File: config.mk
export PLATFORM = sky130hd
export DESIGN_NAME = switch_enable_ctrl_flat
export DESIGN_NICKNAME = d
export VERILOG_FILES = /design/src/rtl/switch_ctrl_pkg.sv /design/src/rtl/switch_enable_ctrl_if.sv /design/src/rtl/debounce_filter.sv /design/src/rtl/switch_enable_ctrl.sv /design/src/flat_wrapper.sv
export SDC_FILE = /design/constraint.sdc
export NUM_CORES = 1
export LEC_CHECK = 0
export ABC_AREA = 1
export CORE_UTILIZATION = 55
export CTS_BUF_LIST = sky130_fd_sc_hd__clkbuf_4 sky130_fd_sc_hd__clkbuf_8 sky130_fd_sc_hd__clkbuf_16
export DETAILED_ROUTE_END_ITERATION = 16
export PLACE_DENSITY = 0.71
export SLEW_MARGIN = 40
export SYNTH_ARGS = -nofsm -noshare
export SYNTH_HDL_FRONTEND = slang
export SYNTH_SLANG_ARGS = --single-unit
File: constraint.sdc
create_clock -name i_Clk -period 3.29 [get_ports i_Clk]
set_input_delay 0.658 -clock i_Clk [delete_from_list [all_inputs] [get_ports i_Clk]]
set_output_delay 0.658 -clock i_Clk [all_outputs]
set_load 0.01 [all_outputs]
File: src/rtl/switch_ctrl_pkg.sv
// Shared FSM state encoding and default timing limits for the switch enable controller.
// Defaults assume a 25 MHz clock: 10 ms debounce, 1 s long-press threshold.
package switch_ctrl_pkg;

    typedef enum logic [1:0] {
        IDLE    = 2'd0,
        PRESSED = 2'd1,
        HELD    = 2'd2
    } sw_state_e;

    localparam int DEBOUNCE_LIMIT_DEF = 250000;
    localparam int HOLD_LIMIT_DEF     = 25000000;

endpackage

File: src/rtl/switch_enable_ctrl_if.sv
// Push-button side of the enable controller: raw switch in, debounced level and enable/clear out.
// No handshake; all signals are levels or single-cycle pulses.
interface switch_enable_ctrl_if;

    logic i_Switch;
    logic o_Switch_Db;
    logic o_Enable;
    logic o_Clear;

    modport master (
        output i_Switch,
        input  o_Switch_Db,
        input  o_Enable,
        input  o_Clear
    );

    modport slave (
        input  i_Switch,
        output o_Switch_Db,
        output o_Enable,
        output o_Clear
    );

endinterface

File: src/rtl/debounce_filter.sv
// Two-flop synchronizer plus stability counter for a bouncing push-button.
// Latency: a clean level change reaches o_Switch_Db on the DEBOUNCE_LIMIT+2 rising edge.
module debounce_filter
    import switch_ctrl_pkg::*;
#(
    parameter int DEBOUNCE_LIMIT = DEBOUNCE_LIMIT_DEF
) (
    input  logic i_Clk,
    input  logic i_Rst,
    input  logic i_Switch,
    output logic o_Switch_Db
);

    localparam int               CNT_W   = $clog2(DEBOUNCE_LIMIT);
    localparam logic [CNT_W-1:0] CNT_MAX = CNT_W'(DEBOUNCE_LIMIT - 1);

    logic             r_Sync1;
    logic             r_Sync2;
    logic [CNT_W-1:0] r_Count;

    always_ff @(posedge i_Clk or posedge i_Rst) begin
        if (i_Rst) begin
            r_Sync1     <= 1'b0;
            r_Sync2     <= 1'b0;
            r_Count     <= '0;
            o_Switch_Db <= 1'b0;
        end else begin
            r_Sync1 <= i_Switch;
            r_Sync2 <= r_Sync1;
            // Any sample matching the current debounced level restarts the stability window.
            if (r_Sync2 == o_Switch_Db) begin
                r_Count <= '0;
            end else if (r_Count == CNT_MAX) begin
                o_Switch_Db <= r_Sync2;
                r_Count     <= '0;
            end else begin
                r_Count <= r_Count + 1'b1;
            end
        end
    end

endmodule

File: src/rtl/switch_enable_ctrl.sv
// Push-button run control: short press toggles o_Enable, long press forces it low and pulses o_Clear.
// Enable/clear update one cycle after the debounced level changes or the hold limit is reached.
module switch_enable_ctrl
    import switch_ctrl_pkg::*;
#(
    parameter int DEBOUNCE_LIMIT = DEBOUNCE_LIMIT_DEF,
    parameter int HOLD_LIMIT     = HOLD_LIMIT_DEF
) (
    input logic           i_Clk,
    input logic           i_Rst,
    switch_enable_ctrl_if.slave sw
);

    localparam int                HOLD_W   = $clog2(HOLD_LIMIT);
    localparam logic [HOLD_W-1:0] HOLD_MAX = HOLD_W'(HOLD_LIMIT - 1);

    localparam logic [1:0] S_IDLE    = 2'(IDLE);
    localparam logic [1:0] S_PRESSED = 2'(PRESSED);
    localparam logic [1:0] S_HELD    = 2'(HELD);

    logic              w_Switch_Db;
    logic [1:0]        r_State;
    logic [HOLD_W-1:0] r_Hold_Count;
    logic              r_Enable;
    logic              r_Clear;

    debounce_filter #(
        .DEBOUNCE_LIMIT(DEBOUNCE_LIMIT)
    ) u_debounce (
        .i_Clk      (i_Clk),
        .i_Rst      (i_Rst),
        .i_Switch   (sw.i_Switch),
        .o_Switch_Db(w_Switch_Db)
    );

    always_ff @(posedge i_Clk or posedge i_Rst) begin
        if (i_Rst) begin
            r_State      <= S_IDLE;
            r_Hold_Count <= '0;
            r_Enable     <= 1'b0;
            r_Clear      <= 1'b0;
        end else begin
            r_Clear <= 1'b0;
            case (r_State)
                S_IDLE: begin
                    if (w_Switch_Db) begin
                        r_State      <= S_PRESSED;
                        r_Hold_Count <= '0;
                    end
                end
                S_PRESSED: begin
                    if (r_Hold_Count != HOLD_MAX) begin
                        r_Hold_Count <= r_Hold_Count + 1'b1;
                    end
                    // Release is tested first so it wins when it lands on the hold limit.
                    if (!w_Switch_Db) begin
                        r_State  <= S_IDLE;
                        r_Enable <= ~r_Enable;
                    end else if (r_Hold_Count == HOLD_MAX) begin
                        r_State  <= S_HELD;
                        r_Enable <= 1'b0;
                        r_Clear  <= 1'b1;
                    end
                end
                S_HELD: begin
                    if (!w_Switch_Db) begin
                        r_State <= S_IDLE;
                    end
                end
                default: r_State <= S_IDLE;
            endcase
        end
    end

    assign sw.o_Switch_Db = w_Switch_Db;
    assign sw.o_Enable    = r_Enable;
    assign sw.o_Clear     = r_Clear;

endmodule

File: src/flat_wrapper.sv
// flat-port wrapper written by rule: the top's interface ports become plain ports
module switch_enable_ctrl_flat import switch_ctrl_pkg::*;
#(
    parameter int DEBOUNCE_LIMIT = DEBOUNCE_LIMIT_DEF,
    parameter int HOLD_LIMIT     = HOLD_LIMIT_DEF
)
  (i_Clk, i_Rst, sw_i_Switch, sw_o_Switch_Db, sw_o_Enable, sw_o_Clear);
  switch_enable_ctrl_if sw_i ();
  input logic i_Clk;
  input logic i_Rst;
  input wire logic [$bits(sw_i.i_Switch)-1:0] sw_i_Switch;
  output wire logic [$bits(sw_i.o_Switch_Db)-1:0] sw_o_Switch_Db;
  output wire logic [$bits(sw_i.o_Enable)-1:0] sw_o_Enable;
  output wire logic [$bits(sw_i.o_Clear)-1:0] sw_o_Clear;
  assign sw_i.i_Switch = sw_i_Switch;
  assign sw_o_Switch_Db = sw_i.o_Switch_Db;
  assign sw_o_Enable = sw_i.o_Enable;
  assign sw_o_Clear = sw_i.o_Clear;
  switch_enable_ctrl #(.DEBOUNCE_LIMIT(DEBOUNCE_LIMIT), .HOLD_LIMIT(HOLD_LIMIT)) u_core (.i_Clk(i_Clk), .i_Rst(i_Rst), .sw(sw_i));
endmodule
==> results of run 1 <==
cells in the mapped netlist:
master / count
o21ai_0: 14
nor2_2: 1
o22ai_1: 2
nor2_4: 1
nand2_2: 2
o21bai_1: 1
o21ai_1: 3
ha_1: 2
or2_2: 1
xor2_1: 12
clkbuf_1: 2
o21ai_2: 5
inv_1: 45
nand2_1: 127
dfrtp_1: 50
buf_6: 3
nor3b_1: 2
nand3_1: 37
nor3_1: 12
nand4_1: 10
xnor2_1: 4
a21oi_1: 6
nor2_1: 78
nor4_1: 2
a21oi_4: 1
cell usage in the layout, fill, tap and decap left out, drive strengths merged:
cell,synthesis,routed
nand3,37,37
ha,2,2
nand4,10,10
o22ai,2,2
a21oi,7,7
or2,1,1
nor4,2,2
clkbuf,2,6
nor3b,2,2
nor3,12,12
xnor2,4,4
clkdlybuf4s50,0,5
buf,3,3
o21bai,1,1
nand2,129,129
clkinvlp,0,1
nor2,80,80
bufinv,0,1
o21ai,22,22
inv,45,45
xor2,12,12
dfrtp,50,50
through the flow:
stage	hold slack [ns]	cell area [sq um]	worst slack, ns	total power [mW]
finish	0.354	3200	1.11	1.09
global route	0.380	3200	0.931	1.14
CTS	0.357	3200	1.09	1.10
detailed placement	0.336	3080	1.11	0.660
global placement	0.331	3080	1.20	0.659
floorplan	0.331	2960	1.43	0.649
logic make-up (layout without fill, tap and decap cells):
logic type,Yosys count,in the layout,synth area share (%)
compound gates,32,32,6.59
simple gates,273,273,38.5
buf+inv,50,61,7.09
fa+ha+maj,2,2,0.844
xor+xnor,16,16,4.73
flops,50,50,42.2
final cells by class:
type / instances / area share [%]
Inverter: 45 / 5.29
Multi-Input combinational cell: 323 / 47.0
Clock inverter: 2 / 1.17
Tap cell: 70 / 2.74
Sequential cell: 50 / 39.2
Timing Repair Buffer: 8 / 2.27
Clock buffer: 6 / 2.39
critical path, stage by stage, from the launching register on:
cell,delay [ns]
dfrtp_1,0.43
ha_1,0.26
nand2_2,0.11
nor2_4,0.15
nand2_1,0.09
nor2_2,0.14
nand2_2,0.10
a21oi_4,0.56
o21ai_0,0.19
how the worst min path moves through the flow:
stage,startpoint,endpoint,slack (ns),depth (start not counted)
after floorplan,u_core.u_debounce.r_Sync1,u_core.u_debounce.r_Sync2,0.33,0
after global placement,u_core.u_debounce.r_Sync1,u_core.u_debounce.r_Sync2,0.33,0
after CTS,u_core.u_debounce.r_Sync1,u_core.u_debounce.r_Sync2,0.36,0
after detailed placement,u_core.u_debounce.r_Sync1,u_core.u_debounce.r_Sync2,0.34,0
final,u_core.u_debounce.r_Sync1,u_core.u_debounce.r_Sync2,0.35,0
after global routing,u_core.u_debounce.r_Sync1,u_core.u_debounce.r_Sync2,0.38,0
power groups by stage:
stage	registers [mW]	logic, mW	clock network, mW
finish	0.620	0.0262	0.447
global placement	0.633	0.0269	0
detailed placement	0.633	0.0274	0
global route	0.622	0.0321	0.483
CTS	0.620	0.0275	0.457
floorplan	0.632	0.0166	0
layer usage:
metal	wire, microns	part of all wire (%)	vias to the layer above	global-route usage, %
met5	0	0	-	0
met4	60	0.90	0	6.79
met3	166	2.5	9	4.50
met2	3400	51	32	48.0
met1	3050	46	1237	32.5
li1	-	-	1369	-
registers in the layout (all words and copies together), names as in the netlist:
name / flops
u_core.sw.o_Enable: 1
u_core.u_debounce.o_Switch_Db: 1
u_core.u_debounce.r_Sync2: 1
u_core.r_State: 2
u_core.u_debounce.r_Count: 18
u_core.sw.o_Clear: 1
u_core.r_Hold_Count: 25
u_core.u_debounce.r_Sync1: 1
==> metrics.txt, run 1 <==
status=finished, final reports clean; die footprint=5680 sq um; Combinational Power Share=2.4%; Final min period=2.18 ns; post-synth top area share=42.2%; Sw Ratio=21.3%; synth top area cells=dfrtp_1 42%, nand2_1 16%, nor2_1 9.9%; num rows=26; worst clock skew=0.00865 ns; Hold Buf Count CTS=0; post-CTS setup buffers=0; Peak VDD IR=170 uV; Via-to-Cell Ratio=5.25; Remaining Overflow, GRT=0; register bit count reported by yosys=50; placed cells=496; root buf cell=clkbuf_8; vias=2647; Clk Latency, worst-skew pair=0.30 ns; Final ANT Viol Nets=0; worst-margin pin slew=0.667 ns; post-cts resize count=0; largest net degree at the start of global routing=27; WL/cell=13.3 microns; Final Hold Violating Endpoints=0; P per Cell Area=342 nW/um^2; Seq/Total Area, Yosys=42.2%; clock-pin transition on the worst setup and hold timing paths=0.09 ns; CTS tree=done; HPWL Detailed=5010 microns; H-Tree Level Count=2; Ys Warns=0; Worst Setup EP=u_core.r_Hold_Count[19]; r2r worst-path depth=8; Starting Density=57.6%; Die Span Y=75.4 microns; Num CTS Buffers=5; Clock power frac=40.9%; critical-path maximum fanout=26; Final Non-Filler Cells=504; Reg2Reg Setup Slack=1.11 ns; Synthesized Nets=428; Worst EP arrival=2.34 ns; Worst R2R End=u_core.r_Hold_Count[19]; Synth cell types=25; Cells after Synth=423; max-slew violation count=0; nets=438; Power Internal=0.860 mW; syn_area_per_cell=7.00 sq um; Worst Path Required=3.45 ns; maximum clock frequency=459 MHz; maximum clock insertion buffer count=2; sequential share of power=56.7%; final core utilization=62.2%; Pleak=1.34 nW; Crit. End Element=register; Mapped Area=2960 sq um; max_slew headroom=55.4%; crit path launch type=register; register area=1250 sq um; GR Util All Layers=26.4%; DR iter-0 viols=156; IO Count=6; area of the multi-input gates=1500 sq um; # fillers=501; DRT Pass-1 Iters=6; P&R area growth vs syn=7.85%; core area=5140 sq um; GPL Wtd Cong=0.918; die span in x=75.4 microns; vias in the first global route=2441; Port Buffers=5; setup total negative slack=0 ns; switching power=0.233 mW; Hold WC Path Type=reg2reg; period utilization=66.3%; global-route wire length before repair=11200 microns; FF-to-FF Start=u_core.r_Hold_Count[0]; post-synth top area cell=dfrtp_1; # diodes=0; RSZ-0062 raised after global routing=false; CTS sink cnt=50; critical path launch point=u_core.r_Hold_Count[0]; layout cells sized above 1=5.30%; routed wire length=6680 microns; DRC viols=0; setup violators final=0; CP Class=reg2reg; Max-cap violations=0; initial antenna violation count=0
Power figures use the tool's default switching activity.
==> inputs of run 2 (changes only) <==
==> constraint.sdc (replaced) <==
create_clock -name i_Clk -period 2.2 [get_ports i_Clk]
set_input_delay 0.44 -clock i_Clk [delete_from_list [all_inputs] [get_ports i_Clk]]
set_output_delay 0.44 -clock i_Clk [all_outputs]
set_load 0.01 [all_outputs]
==> run 2 against run 1 <==
  * Setup slack got worse by 0.79 ns
  * Total power rose by 49%
  * Die area did not move
  * Highest routed layer unchanged
  * Wire length fell by 2.6%
  * Global-route usage fell by 0.67 points
  * Via count fell by 1.5%
  * Sequential cell count did not move
  * Critical endpoint is now u_core.r_Hold_Count[6]
  * Utilization rose by 0.97 points
  * Non-clock buffer count rose by 5
  * First-iteration DRC count fell by 29%
  * Final cell count rose by 0.99%
  * Clock skew fell by 0.0016 ns
==> metrics.txt, run 2 (same netlist as run 1, synthesis figures left out) <==
die footprint=5680 sq um (unchanged); worst hold path depth=0 (unchanged); IO Count=6 (unchanged); setup violators final=0 (unchanged); die span in x=75.4 microns (unchanged); CTS sink cnt=50 (unchanged); Peak VDD IR=268 uV (+57%); clock-pin transition on the worst setup and hold timing paths=0.09 ns (about the same); Levels on crit path=10 (+2); setup total negative slack=0 ns (unchanged); H-Tree Level Count=2 (unchanged); max_slew headroom=68.3% (+13 points); Combinational Power Share=2.6% (+0.2 points); most frequent cells in the layout=127 x nand2_1, 78 x nor2_1, 50 x dfrtp_1; Remaining Overflow, GRT=0 (unchanged); Worst Path Required=2.38 ns (-1.07 ns); register area=1250 sq um (unchanged); post-CTS setup buffers=0 (unchanged); max-slew violation count=0 (unchanged); Hold WC Path Type=reg2reg; dpl ws=0.316 ns (-0.789 ns); Clock power frac=40.4% (-0.5 points); P&R area growth vs syn=9.54%; # fillers=493 (-1.6%); Hold Buf Count CTS=0 (unchanged); WL/cell=12.8 microns (-3.6%); post-route setup slack=0.319 ns (-0.791 ns); HPWL Detailed=4960 microns (-0.83%); RSZ-0062 raised after global routing=false; Final Hold Violating Endpoints=0 (unchanged); hold_ws=0.369 ns (+0.0144 ns); num rows=26 (unchanged); Reg2Reg Setup Slack=0.32 ns (-0.79 ns); maximum clock insertion buffer count=2 (unchanged); period utilization=85.5% (+19 points); Worst EP arrival=2.06 ns (-0.28 ns); Final Non-Filler Cells=509 (+0.99%); global-route wire length before repair=10900 microns (-3.1%); crit-path most repeated cell=nand2_1; switching power=0.338 mW (+45%); crit path buf inv count=0 (unchanged); Crit. End Element=register; Max-cap violations=0 (unchanged); largest net degree at the start of global routing=51 (+89%); placed cells=501 (+1.0%); GPL Wtd Cong=0.957 (+4.3%); GR Util All Layers=25.7% (-0.67 points); Sw Ratio=20.8% (-0.54 points); post-cts resize count=0 (unchanged); initial antenna violation count=0 (unchanged); # diodes=0 (unchanged); Via-to-Cell Ratio=5.12 (-2.5%); routed wire length=6510 microns (-2.6%); most flop-heavy register=u_core.r_Hold_Count; vias=2606 (-1.5%); Cell Chain, Critical Path=ha_1 -> nand2_2 -> nor2_4 -> nand2_1 -> nor2_2 -> nand2_2 -> nand2_1 -> nand2_1 -> nand2_1 -> o21ai_1; Port Buffers=5 (unchanged); most common cell after layout, fill and taps aside=nand2_1; CTS tree=done; DR iter-0 viols=110 (-29%); crit path launch type=register; vias in the first global route=2493 (+2.1%); maximum clock frequency=532 MHz (+16%); Die Span Y=75.4 microns (unchanged); number of flip-flops in the largest register=25 (unchanged); core area=5140 sq um (unchanged); CP Class=reg2reg; critical-path maximum fanout=11 (-58%); Power Internal=1.29 mW (+50%); Num CTS Buffers=5 (unchanged); DRC viols=0 (unchanged); Clk Latency, worst-skew pair=0.30 ns (about the same); layout cells sized above 1=6.38% (+1.1 points); r2r worst-path depth=10 (+2); P per Cell Area=501 nW/um^2 (+47%); status=finished, final reports clean; Starting Density=57.6% (unchanged); Final min period=1.88 ns (-0.299 ns); worst-margin pin slew=0.473 ns (-0.193 ns); nets=443 (+1.1%); area of the multi-input gates=1500 sq um (unchanged); Crit path largest cell delay=0.43 ns (-0.13 ns); Final ANT Viol Nets=0 (unchanged); biggest regs=u_core.r_Hold_Count (25), u_core.u_debounce.r_Count (18), u_core.r_State (2); worst clock skew=0.00705 ns (-0.00161 ns); DRT Pass-1 Iters=4 (-2); sequential share of power=57.0% (+0.3 points); Pleak=1.37 nW (+2.1%); CP max-delay cell=dfrtp_1; root buf cell=clkbuf_8; CP top delay family=simple AND/OR/NAND/NOR gates
run 2: cell types whose count changed in the layout (fill, tap and decap cells not counted), sizes merged:
cell  delta
buf      +5
run 2: routing by layer:
layer / part of all wire, % / routed length, microns / track usage, % / vias up
met5: 0 / 0 / 0 / -
met1: 47 / 3070 / 31.1 / 1189
met4: 2.6 / 167 / 11.5 / 0
li1: - / - / - / 1372
met3: 2.1 / 138 / 4.23 / 15
met2: 48 / 3140 / 45.2 / 30
run 2: final cells by class:
type                            count  area share, %
Clock buffer                        6           2.35
Clock inverter                      2           1.16
Inverter                           45           5.20
Multi-Input combinational cell    323           46.3
Sequential cell                    50           38.6
Tap cell                           70           2.70
Timing Repair Buffer               13           3.78
run 2: power groups by stage:
stage / clock (mW) / sequential, mW / combinational, mW
floorplan: 0 / 0.946 / 0.0249
global placement: 0 / 0.946 / 0.0429
detailed placement: 0 / 0.946 / 0.0440
CTS: 0.672 / 0.928 / 0.0439
global route: 0.703 / 0.929 / 0.0503
finish: 0.657 / 0.928 / 0.0422
run 2: path summary, 6_finish.rpt:
| check | from | endpoint |
|---|---|---|
| worst min register to register | u_core.u_debounce.r_Sync1 | u_core.u_debounce.r_Sync2 |
| worst min-delay path | u_core.u_debounce.r_Sync1 | u_core.u_debounce.r_Sync2 |
| min in group asynchronous | i_Rst | u_core.u_debounce.r_Count[1] |
| worst max-delay path | u_core.r_Hold_Count[0] | u_core.r_Hold_Count[6] |
| worst max register to register | u_core.r_Hold_Count[0] | u_core.r_Hold_Count[6] |
| max in group asynchronous | i_Rst | u_core.r_Hold_Count[10] |
run 2: per-stage QoR:
| stage | util (%) | instance area [sq um] | power, mW |
|---|---|---|---|
| 2_1_floorplan | - | 2960 | 0.970 |
| 3_5_place_dp | 60.9 | 3130 | 0.990 |
| 6_report | 63.1 | 3250 | 1.63 |
| 4_1_cts | 63.1 | 3250 | 1.64 |
| 3_3_place_gp | 60.9 | 3130 | 0.989 |
| 5_1_grt | 63.1 | 3250 | 1.68 |
